--- src/rtl/ao311_unit.sv ---
// ao311_unit: registered AND-OR-311 (z = a&b&c | d | e) with NAND-only structural path, pattern coverage,
// and an optional behavioral-vs-structural checker built when AO311_SELFCHECK_EN is defined.
module ao311_unit #(
  parameter int ERR_W = 8
) (
  input  logic             clk,
  input  logic             rst,
  input  logic             en,
  input  logic             a,
  input  logic             b,
  input  logic             c,
  input  logic             d,
  input  logic             e,
  output logic             z,
  output logic             z_rtl,
  output logic             mismatch,
  output logic [ERR_W-1:0] err_cnt,
  output logic [31:0]      cov,
  output logic             cov_full
);
  logic       n1, nd, ne, z_n;
  logic [4:0] idx;
  // NAND-only network; single-literal inverters are NANDs with tied inputs
  assign n1       = ~&{a, b, c};
  assign nd       = ~&{d, d};
  assign ne       = ~&{e, e};
  assign z_n      = ~&{n1, nd, ne};
  assign idx      = {a, b, c, d, e};
  assign cov_full = &cov;
  always_ff @(posedge clk)
    if (rst) begin
      z   <= 1'b0;
      cov <= '0;
    end else if (en) begin
      z        <= z_n;
      cov[idx] <= 1'b1;
    end
`ifdef AO311_SELFCHECK_EN
  logic z_rtl_n, vld;
  assign z_rtl_n = (a & b & c) | d | e;
  // vld marks that the registered pair holds a fresh sample, so each sample is compared exactly once
  always_ff @(posedge clk)
    if (rst) begin
      z_rtl    <= 1'b0;
      vld      <= 1'b0;
      mismatch <= 1'b0;
      err_cnt  <= '0;
    end else begin
      vld <= en;
      if (en) z_rtl <= z_rtl_n;
      if (vld && (z !== z_rtl)) begin
        mismatch <= 1'b1;
        if (~&err_cnt) err_cnt <= err_cnt + 1'b1;
      end
    end
`else
  assign z_rtl    = z;
  assign mismatch = 1'b0;
  assign err_cnt  = '0;
`endif
endmodule

--- config.mk ---
export PLATFORM = sky130hd
export DESIGN_NAME = ao311_unit
export DESIGN_NICKNAME = d
export VERILOG_FILES = /design/src/rtl/ao311_unit.sv
export SDC_FILE = /design/constraint.sdc
export NUM_CORES = 1
export LEC_CHECK = 0
export ABC_AREA = 1
export CORE_MARGIN = 10
export CORE_UTILIZATION = 43
export DETAILED_ROUTE_END_ITERATION = 12
export GPL_TIMING_DRIVEN = 1
export PLACE_DENSITY = 0.81
export RECOVER_POWER = 25
export SLEW_MARGIN = 25
export SYNTH_ARGS = -nofsm -noshare
export SYNTH_HDL_FRONTEND = slang
export SYNTH_SLANG_ARGS = --single-unit
--- constraint.sdc ---
create_clock -name clk -period 1.05 [get_ports clk]
set_input_delay 0.315 -clock clk [delete_from_list [all_inputs] [get_ports clk]]
set_output_delay 0.315 -clock clk [all_outputs]
set_load 0.01 [all_outputs]
# Word level (Yosys, flattened, before mapping)
# Index checks and enable logic that the tools add are counted.
[totals]
romBits = 0
output_inout_bits = 44
register_bits = 33
ramBits = 0
latchBits = 0
memories = 0
inputBits = 8
elab_cells = 15
[classes]
multipliers = 0
n_eq_ne = 0
n_lt_le_gt_ge = 2
reduce_logical = 8
addsub = 0
n_div = 0
bitwise = 1
shifts = 0
muxes = 2
[op_table]
columns = ["operator", "n"]
rows = [
  ["32-bit OR", 1],
  ["32-bit AND reduction", 1],
  ["5-bit by 6-bit less-than comparator with 1-bit output, second input constant", 1],
  ["3-bit AND reduction", 2],
  ["1-bit demux with 5-bit select", 1],
  ["5-bit by 1-bit >= comparator with 1-bit output, second input constant", 1],
  ["1-bit zero test", 4],
  ["1-bit logical AND", 1],
  ["1-bit two-way mux", 1],
]

# Depth between registers and ports, before layout
[logic_depth]
word_depth = 5
depth_mapped = 6

# Worst setup path before layout
# Ideal clock, no wire load.
[synth_path]
path_kind = "reg-to-output"
start = "register cov[13]"
end = "output cov_full"
n_path_buf = 0
stages_incl_launch_ff = 7
arrival_time_ns = 0.835
slack_ns = -0.100
path_cell_list = "dfxtp_1 nand2_1 inv_1 nand2_1 nor2_1 nand2_1 nor2_1"
[synth_via]
elab_chain_len = 1
[synth_rtl]
columns = ["item", "line", "source"]
rows = [
  ["start: declaration", "18", "output logic [31:0] cov,"],
  ["start signal: assignment", "33", "cov <= '0;"],
  ["start signal: indexed assignment", "36", "cov[idx] <= 1'b1;"],
  ["32-bit AND reduction", "29", "assign cov_full = &cov;"],
  ["end: declaration", "19", "output logic cov_full"],
]
# No other way between the ends.

# Worst setup path in the final report
[layout_path]
start = "register cov[3]"
end = "output cov_full"
# Same word-level chain as after synthesis.

==> flow_summary.json <==
{
  "slowest_delay_ps": 350,
  "synth_top_area_share_pct": 49.3,
  "critPathMaxFanout": 2,
  "worstHoldStart": "en",
  "cp-startpoint": "cov[3]",
  "holdPathStages": 3,
  "arrival_ps": 1250,
  "start_kind": "flip-flop",
  "route.detailed.drc": 0,
  "grt_first_pass_wirelength_um": 6660,
  "period_minus_slack_ps": 1560,
  "status": "finished with violations",
  "drive_above_1_share_pct": 47.6,
  "worstReg2RegStart": "cov[4]",
  "ff2ff_setup_slack_ps": 190,
  "start_util_pct": 44.2,
  "path_clk_slew_ps": 100,
  "p_per_area_mw_per_mm2": 999,
  "syn2layout_area_growth_pct": 77.9,
  "cap_violations": 0,
  "cpMaxStageDelayCell": "dfxtp_2",
  "cts.sinks": 33,
  "skew_ps": 0,
  "r2r-end": "cov[4]",
  "grt_pass1_vias": 1451,
  "routed_wl_um": 4410,
  "hold_class": "in -> reg",
  "path_delay_family": "simple AND/OR/NAND/NOR gates",
  "route.vias.total": 1479,
  "port_buffers": 42,
  "cts_buffers": 5,
  "max_freq_ghz": 0.641,
  "final_antenna_net_count": 0,
  "grt_max_degree": 34,
  "routedWlPerCell_um": 13.9,
  "crit_path_cell_trace": "nand2_1 -> inv_1 -> nand2_1 -> nor2_1 -> nand2_1 -> nor2_2 -> buf_2",
  "synth_warnings": 0,
  "antenna_cells": 0,
  "synth_cell_type_count": 18,
  "htree_levels": 2,
  "ys_seq_area_share_pct": 49.3,
  "final_area_mm2": 0.00238,
  "dieArea_mm2": 0.00575,
  "synth_area_leaders": "dfxtp_1 (49%), nor2_1 (17%), a21oi_1 (8.2%), buf_4 (5.6%), inv_1 (5.0%)",
  "syn-mean-instance-area_um2": 7.32,
  "cts_hold_buf": 0,
  "place_ws_ps": -552,
  "drt_iter0_drc": 108,
  "violations": "negative setup slack",
  "layout_commonest_cell": "buf_6",
  "core_mm2": 0.00303,
  "synthCells": 183,
  "dieHeight_um": 75.8,
  "layout_setup_ws_ps": -511,
  "grt.overflow.total": 0,
  "crit_required_ps": 730,
  "crit_path_frequent_cell": "nand2_1",
  "yosys.area.top_type": "dfxtp_1",
  "boundaryPins": 52,
  "min_to": "z",
  "dpl.hpwl_um": 3000,
  "routed_via_density": 4.67,
  "ys_ff_latch": 33,
  "fp-row-count": 20,
  "totalPowerFinal_uw": 2380,
  "root_buffer": "clkbuf_4",
  "fin_hold_ws_ps": 505,
  "peakVddDrop_mv": 0.776,
  "critPathKind": "reg -> out",
  "placed_cell_area_mm2": 0.00207,
  "leakagePower_uw": 0.00118,
  "grtUsageTotal_pct": 15.5,
  "antenna_found_initial": 0,
  "worst-path-buf-inv": 2,
  "place_congestion": 0.811,
  "setup_viol": 35,
  "dr.pass1.iters": 4,
  "clockBufferDepth": 2,
  "netlist_area_mm2": 0.00134,
  "worstSkewPairLatency_ps": 340,
  "rsz0062_at_grt": "yes",
  "fin_crit_sh_pct": 149,
  "fin_nets": 280,
  "finalMaxSlewViolations": 0,
  "cts_tree": "done",
  "hold_viol_final": 0,
  "final_cell_mix": "buf_6 (66), nor2_1 (58), dfxtp_2 (33)",
  "worstSetupEndpointType": "output pin",
  "die_x_um": 75.8,
  "r2r_cells": 4
}
==> area by class of cell <==
type | count | area, um^2
fillers | 191 | 646
multi-input cells | 124 | 551
well taps | 44 | 55.1
clock inverters | 1 | 5.00
clock buffers | 7 | 65.1
flip-flops and latches | 33 | 702
inverters | 20 | 76.3
repair buffers | 88 | 928
==> per-layer routing <==
metal | vias up | share of wire (%) | global-route usage [%]
li1 | 733 | - | -
met1 | 685 | 40 | 15.4
met2 | 54 | 50 | 27.3
met3 | 7 | 9.1 | 6.25
met4 | 0 | 1.6 | 7.84
met5 | - | 0 | 0
==> stage by stage <==
step           setup TNS (ps)  cells  util (%)
2_1_floorplan           -11.4    191         -
5_1_grt                 -7500    317      78.7
3_5_place_dp           -21440    298      68.2
3_3_place_gp           -20380    298      68.2
6_report                -6210    317      78.7
4_1_cts                 -6610    309      76.1
==> synth_stat cells <==
| cell | n |
|---|---|
| inv_2 | 2 |
| nor2_4 | 1 |
| nand2_1 | 14 |
| nand3_2 | 1 |
| clkbuf_1 | 3 |
| conb_1 | 1 |
| nor2_2 | 1 |
| inv_1 | 18 |
| nand4_1 | 4 |
| nor3_1 | 1 |
| nor2_1 | 59 |
| clkbuf_2 | 1 |
| nand3_1 | 10 |
| buf_4 | 10 |
| nand2_2 | 1 |
| a21oi_1 | 22 |
| nor3_2 | 1 |
| dfxtp_1 | 33 |
==> repair_timing <==
item / 4_1_cts / 5_1_grt
gates resized for setup: 213 / 14
endpoints found under the setup margin: 67 / 37
pin swaps: 9 / 2
setup buffers: 5 / 15
==> cells by family after synthesis <==
| logic type | after synthesis | synth area share [%] |
|---|---|---|
| AOI/OAI and AO/OA | 22 | 8.22 |
| other | 1 | 0.280 |
| DFF | 33 | 49.3 |
| buffers and inverters | 34 | 12.4 |
| and+or+nand+nor | 93 | 29.7 |
==> worst min-delay path, stage by stage <==
cell and delay [ps]:
dlygate4sd2_1 310, nor2_1 130, nor3_1 50
==> power by group <==
group	switching, uW	leakage [uW]	internal, uW
sequential	14.3	0.000283	1270
clock	430	0.0000413	388
combinational	153	0.000854	124
==> registers in the layout (all words and copies together), names as in the netlist <==
signal  flops
cov        32
z           1
==> how the worst max path moves through the flow <==
stage / to / depth (start not counted)
floorplan: cov_full / 6
global placement: cov_full / 5
detailed placement: cov_full / 5
CTS: cov_full / 7
global route: cov_full / 7
finish: cov_full / 7
Power figures use the tool's default switching activity.
